### config.mk
export PLATFORM = sky130hd
export DESIGN_NAME = xbit_prefix_sequencer
export DESIGN_NICKNAME = d
export VERILOG_FILES = /design/src/rtl/xbit_pkg.sv /design/src/rtl/xbit_hl_rmw.sv /design/src/rtl/xbit_prefix_sequencer.sv
export SDC_FILE = /design/constraint.sdc
export NUM_CORES = 1
export LEC_CHECK = 0
export ABC_AREA = 1
export CELL_PAD_IN_SITES_DETAIL_PLACEMENT = 1
export CELL_PAD_IN_SITES_GLOBAL_PLACEMENT = 1
export CORE_MARGIN = 1
export CORE_UTILIZATION = 35
export CTS_BUF_LIST = sky130_fd_sc_hd__clkbuf_4 sky130_fd_sc_hd__clkbuf_8 sky130_fd_sc_hd__clkbuf_16
export DETAILED_ROUTE_END_ITERATION = 10
export GPL_ROUTABILITY_DRIVEN = 0
export MAX_ROUTING_LAYER = met4
export PLACE_DENSITY = 0.88
export RECOVER_POWER = 25
export SLEW_MARGIN = 25
export SYNTH_ARGS = -nofsm -noshare
export SYNTH_HDL_FRONTEND = slang
export SYNTH_SLANG_ARGS = --single-unit
### constraint.sdc
create_clock -name clk -period 2.2 [get_ports clk]
set_input_delay 0.33 -clock clk [delete_from_list [all_inputs] [get_ports clk]]
set_output_delay 0.33 -clock clk [all_outputs]
set_load 0.03 [all_outputs]
### src/rtl/xbit_pkg.sv
// Shared types and constants for the CB-prefix (XBIT) instruction sequencer.
package xbit_pkg;

  typedef enum logic [2:0] {
    StIdle,
    StFetch2,
    StXpt3,
    StHlRd,
    StHlOp,
    StHlWr,
    StDone
  } state_e;

  localparam logic [7:0] CB_PREFIX = 8'hCB;
  localparam logic [2:0] HL_CODE   = 3'b110;
  localparam logic [1:0] GRP_BIT   = 2'b01;

endpackage

### src/rtl/xbit_hl_rmw.sv
// (HL) read-modify-write engine: read, one ALU cycle, optional write-back.
module xbit_hl_rmw
  import xbit_pkg::*;
(
  input  logic       clk,
  input  logic       reset_n,
  input  logic       start,
  input  logic       is_bit,
  input  logic       mem_ack,
  input  logic [7:0] mem_rdata,
  input  logic [7:0] alu_result,
  output logic       mem_rd_req,
  output logic       mem_wr_req,
  output logic [7:0] hl_operand,
  output logic       hl_alu_strobe,
  output logic [7:0] mem_wdata,
  output logic       done
);

  state_e     state_q;
  logic       rd_req_q;
  logic       wr_req_q;
  logic       strobe_q;
  logic [7:0] operand_q;
  logic [7:0] wdata_q;

  always_ff @(posedge clk or negedge reset_n) begin
    if (!reset_n) begin
      state_q   <= StIdle;
      rd_req_q  <= 1'b0;
      wr_req_q  <= 1'b0;
      strobe_q  <= 1'b0;
      operand_q <= 8'h00;
      wdata_q   <= 8'h00;
    end else begin
      case (state_q)
        StIdle: begin
          if (start) begin
            state_q  <= StHlRd;
            rd_req_q <= 1'b1;
          end
        end
        StHlRd: begin
          if (mem_ack) begin
            operand_q <= mem_rdata;
            rd_req_q  <= 1'b0;
            strobe_q  <= 1'b1;
            state_q   <= StHlOp;
          end
        end
        StHlOp: begin
          strobe_q <= 1'b0;
          wdata_q  <= alu_result;
          if (is_bit) begin
            state_q <= StIdle;
          end else begin
            state_q  <= StHlWr;
            wr_req_q <= 1'b1;
          end
        end
        StHlWr: begin
          if (mem_ack) begin
            wr_req_q <= 1'b0;
            state_q  <= StIdle;
          end
        end
        default: state_q <= StIdle;
      endcase
    end
  end

  // Combinational so the parent reaches DONE on the very next edge.
  assign done = ((state_q == StHlOp) && is_bit) || ((state_q == StHlWr) && mem_ack);

  assign mem_rd_req    = rd_req_q;
  assign mem_wr_req    = wr_req_q;
  assign hl_operand    = operand_q;
  assign hl_alu_strobe = strobe_q;
  assign mem_wdata     = wdata_q;

endmodule

### src/rtl/xbit_prefix_sequencer.sv
// CB-prefix sequencer: second-byte fetch, XPT3 handshake with the r-operand
// decoder, (HL) read-modify-write and the CM1 restart.
module xbit_prefix_sequencer
  import xbit_pkg::*;
(
  input  logic       clk,
  input  logic       reset_n,
  input  logic       opcode_valid,
  input  logic [7:0] opcode,
  output logic       opcode_ready,
  output logic       XBIT,
  output logic       decodedXPT3,
  output logic [7:0] Source,
  output logic [7:0] notSource,
  input  logic       reset_xpt_i,
  input  logic       set_cm1_i,
  input  logic       reset_xbit_i,
  output logic       mem_rd_req,
  output logic       mem_wr_req,
  input  logic       mem_ack,
  input  logic [7:0] mem_rdata,
  output logic [7:0] hl_operand,
  output logic       hl_alu_strobe,
  input  logic [7:0] alu_result,
  output logic [7:0] mem_wdata,
  output logic       CM1,
  output logic       proto_err
);

  state_e     state_q;
  logic       xbit_q;
  logic       xpt3_q;
  logic       ready_q;
  logic       cm1_q;
  logic       perr_q;
  logic [7:0] source_q;
  logic [7:0] not_source_q;

  logic hl_form;
  logic bit_group;
  logic rmw_start;
  logic rmw_done;

  assign hl_form   = (source_q[2:0] == HL_CODE);
  assign bit_group = (source_q[7:6] == GRP_BIT);
  assign rmw_start = (state_q == StXpt3) && hl_form && !reset_xpt_i;

  // Outputs are set on the edge entering the state they belong to.
  always_ff @(posedge clk or negedge reset_n) begin
    if (!reset_n) begin
      state_q      <= StIdle;
      xbit_q       <= 1'b0;
      xpt3_q       <= 1'b0;
      ready_q      <= 1'b0;
      cm1_q        <= 1'b0;
      perr_q       <= 1'b0;
      source_q     <= 8'h00;
      not_source_q <= 8'hFF;
    end else begin
      xpt3_q <= 1'b0;
      cm1_q  <= 1'b0;
      perr_q <= 1'b0;
      case (state_q)
        StIdle: begin
          if (opcode_valid && (opcode == CB_PREFIX)) begin
            xbit_q  <= 1'b1;
            ready_q <= 1'b1;
            state_q <= StFetch2;
          end
        end
        StFetch2: begin
          if (opcode_valid) begin
            source_q     <= opcode;
            not_source_q <= ~opcode;
            ready_q      <= 1'b0;
            xpt3_q       <= 1'b1;
            state_q      <= StXpt3;
          end
        end
        StXpt3: begin
          if (!hl_form && reset_xpt_i) begin
            cm1_q   <= set_cm1_i;
            state_q <= StDone;
            if (reset_xbit_i) begin
              xbit_q <= 1'b0;
            end
          end else if (hl_form && !reset_xpt_i) begin
            state_q <= StHlRd;
          end else begin
            perr_q  <= 1'b1;
            xbit_q  <= 1'b0;
            state_q <= StIdle;
          end
        end
        // HL_OP/HL_WR are tracked inside the RMW engine; here StHlRd means "delegated".
        StHlRd: begin
          if (rmw_done) begin
            cm1_q   <= 1'b1;
            state_q <= StDone;
          end
        end
        StDone: begin
          xbit_q  <= 1'b0;
          state_q <= StIdle;
        end
        default: state_q <= StIdle;
      endcase
    end
  end

  xbit_hl_rmw u_hl_rmw (
    .clk           (clk),
    .reset_n       (reset_n),
    .start         (rmw_start),
    .is_bit        (bit_group),
    .mem_ack       (mem_ack),
    .mem_rdata     (mem_rdata),
    .alu_result    (alu_result),
    .mem_rd_req    (mem_rd_req),
    .mem_wr_req    (mem_wr_req),
    .hl_operand    (hl_operand),
    .hl_alu_strobe (hl_alu_strobe),
    .mem_wdata     (mem_wdata),
    .done          (rmw_done)
  );

  assign opcode_ready = ready_q;
  assign XBIT         = xbit_q;
  assign decodedXPT3  = xpt3_q;
  assign Source       = source_q;
  assign notSource    = not_source_q;
  assign CM1          = cm1_q;
  assign proto_err    = perr_q;

endmodule

# After elaboration in Yosys (flattened, before gate mapping)
# Index checks and enable logic that the tools add are counted.
# totals
reg_bits,46
input_bits,31
out_inout_bits,40
wordCells,93
# classes
n_eq_ne,19
muxes,33
bitwise,1
n_reduce_logical,26
# op_table
cell,n
$mux W3,8
$pmux W3 S4,2
$mux W1,16
$reduce_and A3 Y1,5
$ne A2 B2 Y1 const B,7
$eq A3 B3 Y1 const B,4
$pmux W1 S2,5
$eq A3 B2 Y1 const B,3
$eq A8 B8 Y1 const B,1
$not A8 Y8,1
$reduce_bool A2 Y1,4
$logic_and A1 B1 Y1,7
$logic_not A3 Y1,2
$ne A3 B3 Y1 const B,2
$reduce_and A2 Y1,3
$reduce_and A4 Y1,1
$eq A3 B1 Y1 const B,1
$pmux W1 S3,1
$reduce_bool A3 Y1,1
$eq A2 B1 Y1 const B,1
$logic_not A1 Y1,2
$mux W2,1
$logic_or A1 B1 Y1,1

# Depth between registers and ports, before layout
# logic_depth
ltp_word,5
depth_mapped,10
ltp_nobuf,10

# Modules after synthesis
# From an unflattened synthesis, not the netlist that was laid out.
# hier_totals
cells_unflattened,234
area_unflattened_um2,2019.4
# modules_own_cells
mod,n_inst,cells_each,area_per_inst_um2,seq_area_each_um2
xbit_prefix_sequencer,1,125,1096.1,610.6
xbit_hl_rmw,1,109,923.4,550.5

# Worst setup path before layout
# No wires, ideal clock.
# synth_path
kind,register to register
from,register source_q[0] (netlist: Source[0])
to,register state_q[1]
setup_ns,0.077
arrival_ns,1.338
required_time_ns,2.123
path_slack_ns,0.785
stages_incl_launch_ff,8
path_buffers,0
synth_period_minus_slack_ns,1.415
path_cell_list,dfrtp_1 -> inv_1 -> nand3_1 -> inv_1 -> ha_1 -> o21ai_0 -> nand2_1 -> a21oi_1
# synth_via
elab_chain_len,5
elab_cells_between_ends,7
cone_classes,eq/ne (1); mux (3); reduce/logical (3)
# synth_rtl
item,line_no,source
start: declaration,xbit_prefix_sequencer.sv:36,logic [7:0] source_q;
start signal: assignment,xbit_prefix_sequencer.sv:73,source_q <= opcode;
$eq A3 B3 Y1 (*),xbit_prefix_sequencer.sv:44,assign hl_form = (source_q[2:0] == HL_CODE);
$logic_and A1 B1 Y1 / $logic_not A1 Y1 (equally long branches),"xbit_prefix_sequencer.sv:87, xbit_prefix_sequencer.sv:81",
$mux W2 / $logic_and A1 B1 Y1 (equally long branches),"xbit_prefix_sequencer.sv:87, xbit_prefix_sequencer.sv:81",
$mux W3 (*),xbit_prefix_sequencer.sv:81,if (!hl_form && reset_xpt_i) begin
$pmux W3 S4 (*),xbit_prefix_sequencer.sv:63,case (state_q)
end signal: assignment,xbit_prefix_sequencer.sv:68,state_q <= StFetch2;
end signal: assignment,xbit_prefix_sequencer.sv:83,state_q <= StDone;
end signal: assignment,xbit_prefix_sequencer.sv:88,state_q <= StHlRd;
end: declaration,xbit_prefix_sequencer.sv:30,state_e state_q;
# Mark *: on every way between the ends. The rest lies on a longest branch, timed or not.
# A chain may end at the register's enable or synchronous reset.

# Worst setup path in the final report
# layout_path
from,register not_source_q[1] (netlist: notSource[1])
to,output port notSource[1]
# layout_lines
item,line_no,source
start: declaration,xbit_prefix_sequencer.sv:37,logic [7:0] not_source_q;
start signal: assignment,xbit_prefix_sequencer.sv:74,not_source_q <= ~opcode;
end: declaration,xbit_prefix_sequencer.sv:14,"output logic [7:0] notSource,"
# No word-level cell between the ends.

==> results_dict.tcl <==
set metrics [dict create \
    cts-htree-levels 2 \
    synthTopCellsByArea "dfrtp_1 48%, nand2_1 18%, dfstp_2 11%, inv_1 3.4%, o21a_1 3.0%" \
    cts-root-buf "clkbuf_8" \
    first_pass_iters 4 \
    grt.total_usage 0.196 \
    hold_viol 0 \
    ctsHoldBuffers 0 \
    timing.setup.tns_ns 0 \
    syn-instance-count 223 \
    cts_tree "yes" \
    avgSynthCellArea_um2 8.90 \
    routed_wl_um 5070 \
    initial_core_util 0.363 \
    dp_hpwl_um 3800 \
    post_cts_buffers 0 \
    die-area_um2 5970 \
    slowest_delay_ns 0.69 \
    maxCapViolCount 0 \
    fillers 664 \
    arrival_ns 1.52 \
    clk_latency_ns 0.29 \
    cts_made_buffers 5 \
    cp_top_family "buffers and inverters" \
    antenna_found_initial 0 \
    first_iter_violations 117 \
    globalRouteOverflowTotal 0 \
    outcome "finished, final reports clean" \
    netlist_area_um2 1980 \
    grt_setup_unrepaired "false" \
    setup_violations 0 \
    vias_per_cell 4.65 \
    die_h_um 77.3 \
    yosysTopAreaCell "dfrtp_1" \
    layout_setup_ws_ns 0.347 \
    path_buf_inv 1 \
    drc_errors 0 \
    clkSlewWorstSetupHoldPaths_ns 0.08 \
    p_per_area_nw_per_um2 1030 \
    max_freq_ghz 0.540 \
    grt_use_met1 0.238 \
    finalCritPeriodShare 0.842 \
    detail_route.wl_per_cell_um 13.6 \
    seq_area_um2 1160 \
    dp_slack_ns 0.535 \
    synthToLayoutAreaGrowth_pct 44.4 \
    io_buffer_count 70 \
    diodes 0 \
    path_cells "clkdlybuf4s50_1" \
    drive_above_1_share 0.0900 \
    crit_fanout 2 \
    ys_seq_elements 46 \
    grt_pass1_wl_um 8840 \
    hold_path.class "in2async" \
    relSlewSlack 0.255 \
    p_leak_nw 1.41 \
    synth_nets 257 \
    clock-skew-final_ns 0.00582 \
    finalMaxSlewViolations 0 \
    grt_pass1_vias 1847 \
    synth_top_area_frac 0.479 \
    worstSetupPathType "reg2out" \
    startpoint_type "register" \
    fp.dieW_um 77.3 \
    grt_max_degree 47 \
    postRouteAntennaNets 0 \
    ys_warn_count 0 \
    core_area_um2 5470 \
    rows 27 \
    cts_sinks 46 \
    ios 71 \
    yosysUniqueCellTypes 25 \
    vias 1731 \
    nets 333 \
    grt_use_met2 0.327 \
    crit_path_end_kind "output pin" \
    worstMarginPinSlew_ns 1.12 \
    busiest_layer "met2" \
    worst_path_max_delay_cell "clkdlybuf4s50_1" \
    vdd_drop_max_uv 686 \
    ys_seq_area_frac 0.585 \
    clockBufferDepth 2 \
    finalCriticalPeriod_ns 1.85 \
    cp.required_ns 1.87 \
    multiInputGateArea_um2 717 \
    grt_use_met3 0.0369 \
    cts_resized 0 \
]
[synth_stat cells]
library cell / instances
a22oi_1: 1
or2_1: 1
nor2_4: 2
nand4_1: 3
nand2_1: 97
nand3b_4: 1
o21ai_1: 1
inv_1: 18
nor3_1: 2
o211ai_1: 1
nand2_4: 1
nand3_1: 9
a31oi_1: 1
buf_6: 1
nand2_2: 1
dfrtp_1: 38
buf_4: 1
o21a_1: 8
a21oi_1: 4
ha_1: 3
o21ai_0: 4
inv_2: 3
dfstp_2: 8
clkinv_4: 1
nor2_1: 13
[stage by stage]
step | instance area [um^2] | util | cells | total power, mW | hold slack (ns)
floorplan | 1980 | - | 223 | 1.84 | 0.0344
global placement | 2770 | 0.506 | 364 | 2.35 | 0.330
detailed placement | 2770 | 0.506 | 364 | 2.38 | 0.330
CTS | 2880 | 0.526 | 372 | 3.01 | 0.00741
global route | 2870 | 0.524 | 372 | 3.12 | 0.423
finish | 2870 | 0.524 | 372 | 2.96 | 0.327
[logic make-up (layout without fill, tap and decap cells)]
kind of cell,Yosys count,after routing,synth area share
buffers and inverters,24,101,0.0536
flip-flops,46,46,0.585
adder cells (fa/ha/maj),3,3,0.0189
AO/OA/AOI/OAI,20,20,0.0637
AND/OR/NAND/NOR,130,130,0.279
[layer usage]
| metal | vias to the layer above | routed length (um) |
|---|---|---|
| met4 | 0 | 85 |
| met1 | 837 | 2210 |
| met3 | 6 | 147 |
| met5 | - | 0 |
| met2 | 42 | 2630 |
| li1 | 846 | - |
[power by group]
group	internal, mW	switching, mW
Sequential	1.09	0.124
Clock	0.334	0.273
Combinational	0.486	0.654
Total	1.91	1.05
[cell usage in the layout, fill, tap and decap left out, types with 2 or more instances in the layout]
master and n:
nand4_1 3, nor3_1 2, inv_1 18, inv_2 3, dfrtp_1 38, clkinv_2 2
ha_1 3, dfstp_2 8, o21ai_0 4, clkbuf_8 5, nand2_1 97, clkdlybuf4s50_1 69
nor2_4 2, a21oi_1 4, nand3_1 9, nor2_1 13, o21a_1 8
[state kept, by name, summed over array words and instances, names as in the netlist, 3 cells and up]
register and flops:
Source 8, notSource 8, u_hl_rmw.hl_operand 8, u_hl_rmw.mem_wdata 8, state_q 3, u_hl_rmw.state_q 3
[worst register-to-register path: cells and delay by family (launching register included)]
| kind | cells | cell delay, ns |
|---|---|---|
| simple gates | 6 | 0.86 |
| flops | 1 | 0.45 |
| buf+inv | 1 | 0.10 |
[worst paths after layout]
kind,startpoint,to,slack [ns],cells after the start
worst min register to register,notSource[0],notSource[0],0.48,2
worst max-delay path,notSource[1],notSource[1],0.35,1
worst max register to register,u_hl_rmw.state_q[0],u_hl_rmw.state_q[2],0.75,7
worst min-delay path,reset_n,u_hl_rmw.mem_wdata[4],0.33,2
min in group clk,notSource[0],notSource[0],0.48,2
max in group asynchronous,reset_n,u_hl_rmw.mem_wdata[5],1.19,2
[final cells by class]
| type | instances | share of cell area |
|---|---|---|
| timing repair buffer | 71 | 0.245 |
| multi-input combinational | 153 | 0.250 |
| clock inverter | 3 | 0.0140 |
| inverter | 22 | 0.0306 |
| tap | 72 | 0.0314 |
| sequential | 46 | 0.405 |
| clock buffer | 5 | 0.0240 |
Power figures use the tool's default switching activity.
